--- config.mk ---
export PLATFORM = sky130hd
export DESIGN_NAME = pc_next_unit_flat
export DESIGN_NICKNAME = d
export VERILOG_FILES = /design/src/rtl/pc_pkg.sv /design/src/rtl/pc_next_unit_if.sv /design/src/rtl/pc_next_unit_cond_eval.sv /design/src/rtl/pc_next_unit.sv /design/src/flat_wrapper.sv
export SDC_FILE = /design/constraint.sdc
export NUM_CORES = 1
export LEC_CHECK = 0
export CELL_PAD_IN_SITES_DETAIL_PLACEMENT = 1
export CELL_PAD_IN_SITES_GLOBAL_PLACEMENT = 2
export CORE_MARGIN = 5
export CORE_UTILIZATION = 33
export DETAILED_ROUTE_END_ITERATION = 10
export GPL_TIMING_DRIVEN = 1
export MAX_ROUTING_LAYER = met4
export PLACE_DENSITY_LB_ADDON = 0.1
export SETUP_SLACK_MARGIN = 0.02
export SLEW_MARGIN = 40
export SYNTH_ARGS = -nofsm -noshare
export SYNTH_HDL_FRONTEND = slang
export SYNTH_SLANG_ARGS = --single-unit
--- constraint.sdc ---
create_clock -name clk -period 5.67 [get_ports clk]
set_clock_uncertainty 0.05 [all_clocks]
set_input_delay 0.8505 -clock clk [delete_from_list [all_inputs] [get_ports clk]]
set_output_delay 0.8505 -clock clk [all_outputs]
set_load 0.03 [all_outputs]
--- src/rtl/pc_pkg.sv ---
// Shared definitions for the PC/next-PC stage: condition codes, NZCV bit positions
// and the flag register type.
package pc_pkg;

    localparam logic [3:0] COND_EQ = 4'b0000;
    localparam logic [3:0] COND_NE = 4'b0001;
    localparam logic [3:0] COND_GE = 4'b1010;
    localparam logic [3:0] COND_LT = 4'b1011;
    localparam logic [3:0] COND_GT = 4'b1100;
    localparam logic [3:0] COND_LE = 4'b1101;
    localparam logic [3:0] COND_AL = 4'b1110;

    localparam int unsigned FLAG_N = 3;
    localparam int unsigned FLAG_Z = 2;
    localparam int unsigned FLAG_C = 1;
    localparam int unsigned FLAG_V = 0;

    typedef logic [3:0] flags_t;

endpackage

--- src/rtl/pc_next_unit_if.sv ---
// Control/data bundle between the decoder/datapath and the PC stage.
// Optional PC_BRANCH_STATS_EN adds the takenCount/branchCount counter outputs.
interface pc_next_unit_if
    import pc_pkg::*;
#(
    parameter int unsigned ADDR_W = 64
);
    logic              stall;
    logic [31:0]       instr;
    logic              uncondBranch;
    logic              cbBranch;
    logic              cbzBranch;
    logic              setPCReg;
    logic              link;
    logic [ADDR_W-1:0] regData;
    flags_t            aluFlags;
    logic              setFlags;
    logic [ADDR_W-1:0] pc;
    logic [ADDR_W-1:0] linkAddr;
    logic              branchTaken;
    flags_t            flags;
`ifdef PC_BRANCH_STATS_EN
    logic [31:0]       takenCount;
    logic [31:0]       branchCount;
`endif

    modport master (
        output stall, instr, uncondBranch, cbBranch, cbzBranch, setPCReg, link,
               regData, aluFlags, setFlags,
`ifdef PC_BRANCH_STATS_EN
        input  takenCount, branchCount,
`endif
        input  pc, linkAddr, branchTaken, flags
    );

    modport slave (
        input  stall, instr, uncondBranch, cbBranch, cbzBranch, setPCReg, link,
               regData, aluFlags, setFlags,
`ifdef PC_BRANCH_STATS_EN
        output takenCount, branchCount,
`endif
        output pc, linkAddr, branchTaken, flags
    );

endinterface

--- src/rtl/pc_next_unit_cond_eval.sv ---
// B.cond evaluator: decides whether a condition code holds for the given NZCV flags.
module cond_eval
    import pc_pkg::*;
(
    input  logic [3:0] cond,
    input  flags_t     flags,
    output logic       taken
);

    logic w_n, w_z, w_v;
    logic w_unused_c;

    assign w_n        = flags[FLAG_N];
    assign w_z        = flags[FLAG_Z];
    assign w_v        = flags[FLAG_V];
    assign w_unused_c = flags[FLAG_C];

    // Codes outside the supported subset are never taken.
    always_comb begin
        taken = 1'b0;
        case (cond)
            COND_EQ: taken = w_z;
            COND_NE: taken = !w_z;
            COND_GE: taken = (w_n == w_v);
            COND_LT: taken = (w_n != w_v);
            COND_GT: taken = !w_z && (w_n == w_v);
            COND_LE: taken = w_z || (w_n != w_v);
            COND_AL: taken = 1'b1;
            default: taken = 1'b0;
        endcase
    end

endmodule

--- src/rtl/pc_next_unit.sv ---
// Fetch-side PC stage: holds PC and NZCV, selects the next PC from branch decode.
// Optional PC_BRANCH_STATS_EN adds saturating branch/taken counters.
module pc_next_unit
    import pc_pkg::*;
#(
    parameter int unsigned        ADDR_W   = 64,
    parameter logic [ADDR_W-1:0]  RESET_PC = '0
)(
    input  logic                  clk,
    input  logic                  reset,
    pc_next_unit_if.slave         bus
);

    logic [ADDR_W-1:0] r_pc;
    flags_t            r_flags;
    logic [ADDR_W-1:0] w_pc_plus4;
    logic [ADDR_W-1:0] w_imm26_off;
    logic [ADDR_W-1:0] w_imm19_off;
    logic [ADDR_W-1:0] w_next_pc;
    logic              w_cond_taken;
    logic              w_branch_taken;
    logic              w_unused;

    assign w_unused = ^{bus.link, bus.instr[31:26], bus.instr[4]};

    // Word offsets, sign-extended to the PC width.
    assign w_pc_plus4  = r_pc + ADDR_W'(4);
    assign w_imm26_off = {{(ADDR_W-28){bus.instr[25]}}, bus.instr[25:0], 2'b00};
    assign w_imm19_off = {{(ADDR_W-21){bus.instr[23]}}, bus.instr[23:5], 2'b00};

    // Condition sees the committed flag register, not this cycle's ALU flags.
    cond_eval u_cond_eval (
        .cond  (bus.instr[3:0]),
        .flags (r_flags),
        .taken (w_cond_taken)
    );

    // Fixed priority resolves illegal multi-asserted decodes.
    always_comb begin
        w_next_pc      = w_pc_plus4;
        w_branch_taken = 1'b0;
        if (bus.setPCReg) begin
            w_next_pc      = bus.regData;
            w_branch_taken = 1'b1;
        end else if (bus.uncondBranch) begin
            w_next_pc      = r_pc + w_imm26_off;
            w_branch_taken = 1'b1;
        end else if (bus.cbzBranch && (bus.regData == '0)) begin
            w_next_pc      = r_pc + w_imm19_off;
            w_branch_taken = 1'b1;
        end else if (bus.cbBranch && w_cond_taken) begin
            w_next_pc      = r_pc + w_imm19_off;
            w_branch_taken = 1'b1;
        end
    end

    always_ff @(posedge clk) begin
        if (reset) begin
            r_pc    <= RESET_PC;
            r_flags <= '0;
        end else if (!bus.stall) begin
            r_pc <= w_next_pc;
            if (bus.setFlags) begin
                r_flags <= bus.aluFlags;
            end
        end
    end

    assign bus.pc          = r_pc;
    assign bus.flags       = r_flags;
    assign bus.linkAddr    = w_pc_plus4;
    assign bus.branchTaken = w_branch_taken;

`ifdef PC_BRANCH_STATS_EN
    logic [31:0] r_taken_count;
    logic [31:0] r_branch_count;
    logic        w_any_branch;

    assign w_any_branch = bus.uncondBranch | bus.cbBranch | bus.cbzBranch | bus.setPCReg;

    // Counters saturate rather than wrap.
    always_ff @(posedge clk) begin
        if (reset) begin
            r_taken_count  <= '0;
            r_branch_count <= '0;
        end else if (!bus.stall) begin
            if (w_any_branch && (r_branch_count != 32'hFFFF_FFFF)) begin
                r_branch_count <= r_branch_count + 32'd1;
            end
            if (w_branch_taken && (r_taken_count != 32'hFFFF_FFFF)) begin
                r_taken_count <= r_taken_count + 32'd1;
            end
        end
    end

    assign bus.takenCount  = r_taken_count;
    assign bus.branchCount = r_branch_count;
`endif

endmodule

--- src/flat_wrapper.sv ---
// flat-port wrapper written by rule: the top's interface ports become plain ports
module pc_next_unit_flat import pc_pkg::*;
#(
    parameter int unsigned        ADDR_W   = 64,
    parameter logic [ADDR_W-1:0]  RESET_PC = '0
)
  (clk, reset, bus_stall, bus_instr, bus_uncondBranch, bus_cbBranch, bus_cbzBranch, bus_setPCReg, bus_link, bus_regData, bus_aluFlags, bus_setFlags, bus_pc, bus_linkAddr, bus_branchTaken, bus_flags);
  pc_next_unit_if #(.ADDR_W(ADDR_W)) bus_i ();
  input  logic clk;
  input  logic reset;
  input wire logic [$bits(bus_i.stall)-1:0] bus_stall;
  input wire logic [$bits(bus_i.instr)-1:0] bus_instr;
  input wire logic [$bits(bus_i.uncondBranch)-1:0] bus_uncondBranch;
  input wire logic [$bits(bus_i.cbBranch)-1:0] bus_cbBranch;
  input wire logic [$bits(bus_i.cbzBranch)-1:0] bus_cbzBranch;
  input wire logic [$bits(bus_i.setPCReg)-1:0] bus_setPCReg;
  input wire logic [$bits(bus_i.link)-1:0] bus_link;
  input wire logic [$bits(bus_i.regData)-1:0] bus_regData;
  input wire logic [$bits(bus_i.aluFlags)-1:0] bus_aluFlags;
  input wire logic [$bits(bus_i.setFlags)-1:0] bus_setFlags;
  output wire logic [$bits(bus_i.pc)-1:0] bus_pc;
  output wire logic [$bits(bus_i.linkAddr)-1:0] bus_linkAddr;
  output wire logic [$bits(bus_i.branchTaken)-1:0] bus_branchTaken;
  output wire logic [$bits(bus_i.flags)-1:0] bus_flags;
  assign bus_i.stall = bus_stall;
  assign bus_i.instr = bus_instr;
  assign bus_i.uncondBranch = bus_uncondBranch;
  assign bus_i.cbBranch = bus_cbBranch;
  assign bus_i.cbzBranch = bus_cbzBranch;
  assign bus_i.setPCReg = bus_setPCReg;
  assign bus_i.link = bus_link;
  assign bus_i.regData = bus_regData;
  assign bus_i.aluFlags = bus_aluFlags;
  assign bus_i.setFlags = bus_setFlags;
  assign bus_pc = bus_i.pc;
  assign bus_linkAddr = bus_i.linkAddr;
  assign bus_branchTaken = bus_i.branchTaken;
  assign bus_flags = bus_i.flags;
  pc_next_unit #(.ADDR_W(ADDR_W), .RESET_PC(RESET_PC)) u_core (.clk(clk), .reset(reset), .bus(bus_i));
endmodule
Word level (Yosys, flattened, before mapping)
Index checks and enable logic that the tools add are counted.
Cells by class
  add/sub/neg operators: 3
  eq/ne operators: 8
  mux-type cells: 9
  bitwise logic cells: 1
  reductions and logical operators: 8
Operators with widths (number)
  $mux W64: 4
  $add A64 B64 Y64: 2
  $add A64 B3 Y64 const B: 1
  $logic_not A64 Y1: 1
  $eq A4 B4 Y1 const B: 5
  $pmux W1 S7: 1
  $eq A4 B1 Y1 const B: 1
  $logic_not A4 Y1: 1
  $mux W1: 4
  $logic_and A1 B1 Y1: 3
  $reduce_and A2 Y1: 1
  $eq A1 B1 Y1: 1
  $logic_not A1 Y1: 1
  $logic_or A1 B1 Y1: 1
  $ne A1 B1 Y1: 1
  $not A1 Y1: 1
Storage, ports and cells
  register bits after elaboration: 68
  input bits: 109
  output and inout bits: 133

Longest topological paths before layout
Gate-level depths: netlist of the first run.
  depth after elaboration: 8
  gate-level depth with buffers: 12

Hierarchy
Synthesis of the first run repeated with hierarchy kept, for this count alone.
Second synthesis, totals
  cell total of the unflattened synthesis: 1836
  area total of the unflattened synthesis: 12622.1 µm²
By module, submodules not included
  pc_next_unit: instances 1, cells an instance 1822, area each 12524.5 µm², sequential area each 1361.3 µm²
  cond_eval: instances 1, cells an instance 14, area each 97.6 µm², sequential area each 0.0 µm²

Worst setup path before layout of the first run
No wires, ideal clock.
  path type: flip-flop to output port
  start: register u_core.r_pc[3], in the netlist u_core.bus.pc[3]
  end: output bus_linkAddr[54]
  data arrival time: 2.822 ns
  slack: 1.948 ns
  cell stages (with the launch flop): 10
  cells stage by stage: dfxtp_1 -> ha_1 -> nand2_1 -> or3_1 -> buf_2 -> nor4_4 -> and2_1 -> buf_4 -> nand3_2 -> xnor2_1
Between the ends
  longest elaborated chain between the ends: 1
RTL lines
  start, declared: RTL line pc_next_unit.sv:14  | logic [ADDR_W-1:0] r_pc;
  start signal, assigned: RTL line pc_next_unit.sv:62  | r_pc <= w_next_pc;
  $add A64 B3 Y64: RTL line pc_next_unit.sv:27  | assign w_pc_plus4 = r_pc + ADDR_W'(4);
  end, declared: RTL line flat_wrapper.sv:22  | output wire logic [$bits(bus_i.linkAddr)-1:0] bus_linkAddr;
Every way passes these cells.

Final worst setup path of the first run
  start: register u_core.r_pc[36], in the netlist u_core.bus.pc[36]
  end: output bus_linkAddr[63]
Same word-level chain as after synthesis.

==> results of run 1 <==
-- final cells by class --
cell class | count | area [µm²] | share of cell area, %
tap | 525 | 657 | 4.02
sequential | 68 | 1360 | 8.33
multi-input combinational | 1644 | 11100 | 67.9
clock buffer | 10 | 239 | 1.46
timing repair buffer | 277 | 2660 | 16.3
inverter | 61 | 229 | 1.40
clock inverter | 6 | 111 | 0.682
-- cells in the mapped netlist (30+ instances only) --
library cell | instances | share of area, %
dfxtp_1 | 68 | 10
clkbuf_1 | 68 | 1.9
nor2_1 | 154 | 4.4
a221oi_1 | 30 | 2.0
ha_1 | 122 | 12
inv_1 | 60 | 1.7
a21oi_1 | 205 | 7.8
a21o_1 | 57 | 3.3
xnor2_1 | 114 | 7.6
nor3_1 | 46 | 1.8
xor2_1 | 45 | 3.0
o21ai_0 | 118 | 4.5
nand3_1 | 47 | 1.8
nand4_1 | 53 | 2.5
o211ai_1 | 34 | 1.9
nand2_1 | 207 | 5.9
-- power groups by stage --
stage          combinational (mW)  sequential (mW)  clock, mW
6_report                     2.03            0.621      0.702
5_1_grt                      2.17            0.623      0.721
4_1_cts                      2.00            0.614      0.712
3_5_place_dp                 1.99            0.625          0
3_3_place_gp                 1.97            0.624          0
2_1_floorplan                1.18            0.673          0
-- layer usage --
layer	track usage [%]	up-vias
met2	44.2	582
met3	4.32	50
met4	3.49	0
met1	47.2	7887
met5	-	-
li1	-	7424
-- sequential cells by signal, summed over array words and instances, names as in the netlist --
register          cells
u_core.bus.flags      4
u_core.bus.pc        64
-- how the worst min path moves through the flow --
stage                           startpoint  slack [ns]  cells past startpoint          endpoint
after global routing      u_core.bus.pc[1]        0.47                      2  u_core.bus.pc[1]
after detailed placement  u_core.bus.pc[0]        0.43                      2  u_core.bus.pc[0]
after global placement    u_core.bus.pc[0]        0.43                      2  u_core.bus.pc[0]
after floorplan           u_core.bus.pc[0]        0.54                      2  u_core.bus.pc[0]
after CTS                 u_core.bus.pc[0]        0.44                      2  u_core.bus.pc[0]
final                     u_core.bus.pc[0]        0.44                      2  u_core.bus.pc[0]
-- stage by stage --
step                      power [mW]  std cells
after floorplan                 1.85       1881
after global placement          2.60       2575
after detailed placement        2.61       2575
after CTS                       3.33       2591
after global routing            3.52       2591
final                           3.36       2591
-- cell families after synthesis --
| kind of cell | count (synthesis) | synth area share (%) |
|---|---|---|
| AOI/OAI and AO/OA | 671 | 34.4 |
| and+or+nand+nor | 663 | 25.1 |
| buffers and inverters | 169 | 5.42 |
| xor gates and xnor gates | 162 | 11.0 |
| adders and majority gates | 124 | 11.9 |
| DFF | 68 | 10.4 |
| muxes | 24 | 1.85 |
-- worst register-to-register path, stage by stage, from the launching register on --
cell	delay [ns]
dfxtp_1	0.39
ha_1	0.26
fa_1	0.42
a21o_1	0.23
a221oi_2	0.65
nor2_1	0.17
nor3_2	0.33
o41ai_4	0.18
a21o_1	0.20
a211oi_1	0.58
o31ai_1	0.26
a31o_2	0.30
==> impl_metrics.tcl, run 1 <==
set metrics [dict create \
    drc 0 \
    drive_above_1_share_pct 6.29 \
    layout_common_cells "clkdlybuf4s50_1, nand2_1, a21oi_1, nor2_1, ha_1" \
    drtAntennaViolNets 0 \
    clock.fmax_mhz 198 \
    power_density_nw_per_um2 205 \
    vdd_drop_max_mv 0.153 \
    place.port_buffers 234 \
    cts_num_sinks 68 \
    met2_length_um 28300 \
    crit_fanout 7 \
    slew_viol_final 0 \
    routedWlPerCell_um 26.6 \
    power_frac_clock_pct 20.9 \
    hold_ws_ns 0.438 \
    vias_per_cell 6.15 \
    max_stage_delay_ns 0.73 \
    overflow 0 \
    final_common_cell "clkdlybuf4s50_1" \
    gp_congestion 0.984 \
    cp.arrival_ns 4.16 \
    clkTransAtPathRegs_ns 0.06 \
    die-area_um2 43900 \
    rrSetupSlack_ns 1.52 \
    clk_latency_ns 0.37 \
    h-tree-depth 3 \
    crit_cells 8 \
    synth_cell_types 100 \
    r2r_cells 11 \
    layout_setup_ws_ns 0.611 \
    diodes 0 \
    grt_first_pass_wirelength_um 102000 \
    vias 15900 \
    min_period_over_period_pct 89.2 \
    core_um2 39500 \
    crit_top_cell "and3_1" \
    fin_crit_ns 5.06 \
    dr.pass1.iters 5 \
    r2r_start "u_core.bus.pc[2]" \
    fin_area_um2 16300 \
    pin_count 242 \
    rows 73 \
    top_signal_layer_used "met4" \
    ys_seq_area_share_pct 10.4 \
    synthCells 1881 \
    rsz0062_at_grt "no" \
    cts_buffer_depth 2 \
    intPower_mw 1.71 \
    cts-root-buf "clkbuf_16" \
    switching_share_pct 49.0 \
    cts_hold_buf 0 \
    path_cells "and3_1, and4_1, nor4b_1, and3_1, nand4_1, nor2_1, xor2_1, clkdlybuf4s50_1" \
    drt-met1-wl_um 34700 \
    crit_buf_inv 1 \
    power.switching_mw 1.65 \
    cp.required_ns 4.77 \
    r2r-end "u_core.bus.pc[62]" \
    antenna_found_initial 1 \
    wl_met3_um 5260 \
    track_usage_pct 30.9 \
    dr.first_iter.drc_count 1373 \
    pre_cts_slack_ns 0.730 \
    tightest_slew_ns 0.801 \
    synthesis.nets 2114 \
    dpl.hpwl_um 57000 \
    critPathLaunch "u_core.bus.pc[36]" \
    hold_class "register to register" \
    cts_buffers 9 \
    ys_ff_latch 68 \
    cp-end-kind "output pin" \
    path_class "register to output pin" \
    die_h_um 210 \
    syn_avg_cell_area_um2 6.99 \
    cts_tree "done" \
    p_leak_nw 6.46 \
    cp-start-kind "register" \
    synth_warnings 0 \
    tns_ns 0 \
    wirelength_um 69000 \
    ys_dominant_reg_cell "dfxtp_1" \
    cp_top_family "simple AND/OR/NAND/NOR gates" \
    grt_pass1_vias 15600 \
    endpoint "bus_linkAddr[63]" \
    async_reset_ff_share_pct 0 \
    syn_area_um2 13100 \
    start_util_pct 33.2 \
    setup_viol 0 \
    cts_setup_buffers 0 \
    drv_cap 0 \
    placed_cell_area_um2 16000 \
    fin_nets 2294 \
    fin_util_pct 41.3 \
    max_slew_margin_pct 46.6 \
    area.growth.synth_to_final_pct 24.3 \
    cts_resized 0 \
    comb_power_share_pct 60.6 \
    finalHoldViolations 0 \
    grt_max_degree 85 \
    synth_edf_count 0 \
    power_frac_seq_pct 18.5 \
    die_x_um 210 \
    slowest_stage "clkdlybuf4s50_1" \
    num-fill-cells 4942 \
    status "completed" \
]
No activity file was read; power rests on OpenSTA's default activity.
==> run 2: changes to the inputs <==
- SLEW_MARGIN: 40 -> 20
==> impl_metrics.tcl, run 2 (synthesis gave the netlist of run 1 again) <==
set metrics [dict create \
    status "completed" \
    cts-root-buf "clkbuf_16" \
    cts_setup_buffers 0 \
    switching_share_pct 49.0 \
    fin_area_um2 16300 \
    core_um2 39500 \
    die_h_um 210 \
    max_slew_margin_pct 38.3 \
    comb_power_share_pct 60.6 \
    crit_top_cell "and3_1" \
    r2r_cells 11 \
    fin_nets 2294 \
    grt_first_pass_wirelength_um 102000 \
    dpl.hpwl_um 57000 \
    slowest_stage "clkdlybuf4s50_1" \
    layout_common_cells "clkdlybuf4s50_1, nand2_1, a21oi_1, nor2_1, ha_1" \
    cp.required_ns 4.77 \
    rows 73 \
    intPower_mw 1.71 \
    tightest_slew_ns 0.921 \
    cts_resized 0 \
    die_x_um 210 \
    p_leak_nw 6.46 \
    dr.first_iter.drc_count 1417 \
    cp-end-kind "output pin" \
    area.growth.synth_to_final_pct 24.3 \
    cts_hold_buf 0 \
    min_period_over_period_pct 89.7 \
    antenna_found_initial 1 \
    clkTransAtPathRegs_ns 0.06 \
    path_cells "and3_1, and4_1, nor4b_1, and3_1, nand4_1, nor2_1, xor2_1, clkdlybuf4s50_1" \
    routedWlPerCell_um 26.6 \
    cts_buffer_depth 2 \
    final_common_cell "clkdlybuf4s50_1" \
    grt_pass1_vias 15600 \
    layout_setup_ws_ns 0.583 \
    overflow 0 \
    power_frac_seq_pct 18.5 \
    max_stage_delay_ns 0.73 \
    num-fill-cells 4942 \
    clock.fmax_mhz 197 \
    pin_count 242 \
    placed_cell_area_um2 16000 \
    vias 15900 \
    cts_tree "done" \
    vias_per_cell 6.14 \
    drtAntennaViolNets 0 \
    tns_ns 0 \
    gp_congestion 0.984 \
    cp.arrival_ns 4.19 \
    fin_crit_ns 5.09 \
    power_frac_clock_pct 20.9 \
    diodes 0 \
    cts_num_sinks 68 \
    slew_viol_final 0 \
    cts_buffers 9 \
    clk_latency_ns 0.37 \
    fin_util_pct 41.3 \
    cp-start-kind "register" \
    drive_above_1_share_pct 6.24 \
    track_usage_pct 30.9 \
    hold_depth 2 \
    place.port_buffers 234 \
    setup_viol 0 \
    hold_class "register to register" \
    rsz0062_at_grt "no" \
    h-tree-depth 3 \
    crit_fanout 6 \
    grt_max_degree 85 \
    finalHoldViolations 0 \
    pre_cts_slack_ns 0.730 \
    start_util_pct 33.2 \
    drc 0 \
    vdd_drop_max_mv 0.153 \
    power_density_nw_per_um2 205 \
    wirelength_um 68900 \
    path_class "register to output pin" \
    drv_cap 0 \
    power.switching_mw 1.64 \
    dr.pass1.iters 5 \
    largest_register_ffs 64 \
    hold_ws_ns 0.438 \
    die-area_um2 43900 \
]
-- run 2: cell count changes in the layout (fill, tap and decap cells not counted) --
cell	delta
a31oi_1	+1
a31oi_2	-1
-- run 2: path summary, 6_finish.rpt --
path                           from                 to  slack, ns
setup / recovery  u_core.bus.pc[37]   bus_linkAddr[63]       0.58
hold / removal     u_core.bus.pc[0]   u_core.bus.pc[0]       0.44
setup reg to reg   u_core.bus.pc[2]  u_core.bus.pc[62]       1.44
hold reg to reg    u_core.bus.pc[0]   u_core.bus.pc[0]       0.44
-- run 2: through the flow --
step | total power, mW | std cells
2_1_floorplan | 1.85 | 1881
3_3_place_gp | 2.60 | 2575
3_5_place_dp | 2.61 | 2575
4_1_cts | 3.33 | 2591
5_1_grt | 3.52 | 2591
6_report | 3.35 | 2591
-- run 2: power groups by stage --
stage | Sequential, mW | Clock [mW] | Combinational [mW]
floorplan | 0.673 | 0 | 1.18
global placement | 0.624 | 0 | 1.97
detailed placement | 0.625 | 0 | 1.99
CTS | 0.614 | 0.712 | 2.00
global route | 0.623 | 0.721 | 2.17
finish | 0.621 | 0.700 | 2.03
-- run 2: final cells by class --
class	instances	area [µm²]	share of cell area (%)
clock inverter	6	111	0.682
multi-input combinational	1644	11100	67.8
sequential	68	1360	8.34
clock buffer	10	239	1.46
tap	525	657	4.02
timing repair buffer	277	2660	16.3
inverter	61	229	1.40
-- run 2: routing by layer --
metal	track usage (%)	vias up	share of wire, %
li1	-	7432	-
met1	47.2	7840	50
met2	44.2	585	41
met3	4.32	44	7.4
met4	3.49	0	0.97
met5	-	-	0
-- run 2: critical path: cells and delay by family (launching register included) --
| family | cells | cell delay, ns |
|---|---|---|
| flops | 1 | 0.64 |
| buf+inv | 1 | 0.73 |
| simple gates | 6 | 2.16 |
| xor+xnor | 1 | 0.28 |
==> run 3: changes to the inputs <==
- TNS_END_PERCENT: default -> 10
==> results of run 3 <==
The final DEF is identical to that of run 2; final timing and power are the same.
==> RTL edit, RTL diff (settings of run 2) <==
`ADDR_W` is set to 64 in 3 places; all go to 96.
--- a/src/rtl/pc_next_unit_if.sv
+++ b/src/rtl/pc_next_unit_if.sv
@@ -3,7 +3,7 @@
 interface pc_next_unit_if
     import pc_pkg::*;
 #(
-    parameter int unsigned ADDR_W = 64
+    parameter int unsigned ADDR_W = 96
 );
     logic              stall;
     logic [31:0]       instr;
--- a/src/rtl/pc_next_unit.sv
+++ b/src/rtl/pc_next_unit.sv
@@ -3,7 +3,7 @@
 module pc_next_unit
     import pc_pkg::*;
 #(
-    parameter int unsigned        ADDR_W   = 64,
+    parameter int unsigned        ADDR_W   = 96,
     parameter logic [ADDR_W-1:0]  RESET_PC = '0
 )(
     input  logic                  clk,
--- a/src/flat_wrapper.sv
+++ b/src/flat_wrapper.sv
@@ -1,7 +1,7 @@
 // flat-port wrapper written by rule: the top's interface ports become plain ports
 module pc_next_unit_flat import pc_pkg::*;
 #(
-    parameter int unsigned        ADDR_W   = 64,
+    parameter int unsigned        ADDR_W   = 96,
     parameter logic [ADDR_W-1:0]  RESET_PC = '0
 )
   (clk, reset, bus_stall, bus_instr, bus_uncondBranch, bus_cbBranch, bus_cbzBranch, bus_setPCReg, bus_link, bus_regData, bus_aluFlags, bus_setFlags, bus_pc, bus_linkAddr, bus_branchTaken, bus_flags);
Ports: changed (resized bus_linkAddr, bus_pc and bus_regData); port bits go from 242 to 338. The function was not compared with the original's and may differ.
==> RTL edit against run 2 <==
- cell area is 52% higher
- first-iteration DRC count is 140% higher
- synthesized area is 51% higher
- setup slack worse by 300 ps
- total power is 47% higher
- sequential cell count is 32 higher
- via count is 64% higher
- wire length is 79% higher
==> RTL edit: results (changes against run 2) <==
Hold Crit Endpoint=u_core.bus.pc[1]$_SDFFE_PP0P_; HPWL Detailed=104000 um (+82%); register area share after synthesis=10.1% (-0.24 points); WP data arrival=4480 ps (+290 ps); Nets=3572 (+56%); Worst-path clk slew=80 ps (+20 ps); Max FO, Critical Path=9 (+3); syn nets=3252 (+54%); share of layout cells above drive strength 1=6.28% (+0.037 points); first-pass GRT wire length=176000 um (+72%); r2r setup slk=830 ps (-610 ps); IO Port Bufs=330 (+41%); final critical-path share of the clock period=95.0% (+5.2 points); reg2reg path depth=14 (+3); routability congestion estimate=1.04 (+5.6%); initial antenna violation count=8 (+7); vias in the first global route=24800 (+59%); Yosys cell types=87 (-13%); worst slew pin tran=1260 ps (+339 ps); All-Layer GR Usage=37.3% (+6.5 points); top post-synthesis cells by area=ha_1 (12%), dfxtp_1 (10%), a21oi_1 (8.1%), xnor2_1 (6.8%), nand2_1 (5.6%); drt first-iter violations=3388 (+140%); FF-to-FF End=u_core.bus.pc[80]$_SDFFE_PP0N_; Leak Pwr=10.1 nW (+57%); outcome=completed; worst slack, placed=277 ps (-453 ps)
## RTL edit: power groups by stage
stage / registers, mW / clock network [mW] / logic [mW]
finish: 0.875 / 0.740 / 3.33
global route: 0.875 / 0.759 / 3.49
CTS: 0.865 / 0.743 / 3.21
detailed placement: 0.882 / 0 / 3.19
global placement: 0.878 / 0 / 3.16
floorplan: 0.987 / 0 / 1.73
## RTL edit: critical path: stages, from the launching register on
cell and delay, ps:
dfxtp_1 620, ha_1 290, nand3_1 160, nor2_1 490
nand4_1 200, buf_4 240, or3_1 450, nor3_1 510
xnor2_1 330, clkdlybuf4s50_1 780
## RTL edit: per-layer routing
metal,GRT usage [%],share of wire [%]
met3,8.89,12
met4,7.17,1.9
met5,-,0
met2,48.5,39
met1,57.7,48
## RTL edit: cell type report
type | count | area [um2]
fill | 7491 | 34400
clock buffer | 10 | 239
multi-input combinational | 2559 | 16800
antenna | 7 | 17.5
clock inverter | 6 | 72.6
tap | 773 | 967
timing repair buffer | 469 | 4390
inverter | 104 | 390
sequential | 100 | 2000
## RTL edit: kinds of logic (layout without fill, tap and decap cells)
logic type | count (synthesis) | after routing | share of synthesized area, %
buffers and inverters | 264 | 589 | 5.09
xor gates and xnor gates | 243 | 243 | 10.8
AOI/OAI and AO/OA | 1079 | 1079 | 35.9
adders and majority gates | 188 | 188 | 12.0
other | 0 | 7 | 0
DFF | 100 | 100 | 10.1
muxes | 31 | 31 | 1.59
and+or+nand+nor | 1018 | 1018 | 24.6
## RTL edit: metrics by stage
stage               hold WS [ps]  cells  utilization, %  instance area, um2  power (mW)
floorplan                    568   2923               -               19800        2.72
global placement             429   4005            41.4               24500        4.04
detailed placement           449   4005            41.4               24500        4.07
CTS                          460   4021            42.0               24900        4.82
global route                 489   4028            42.0               24900        5.13
finish                       464   4028            42.0               24900        4.94
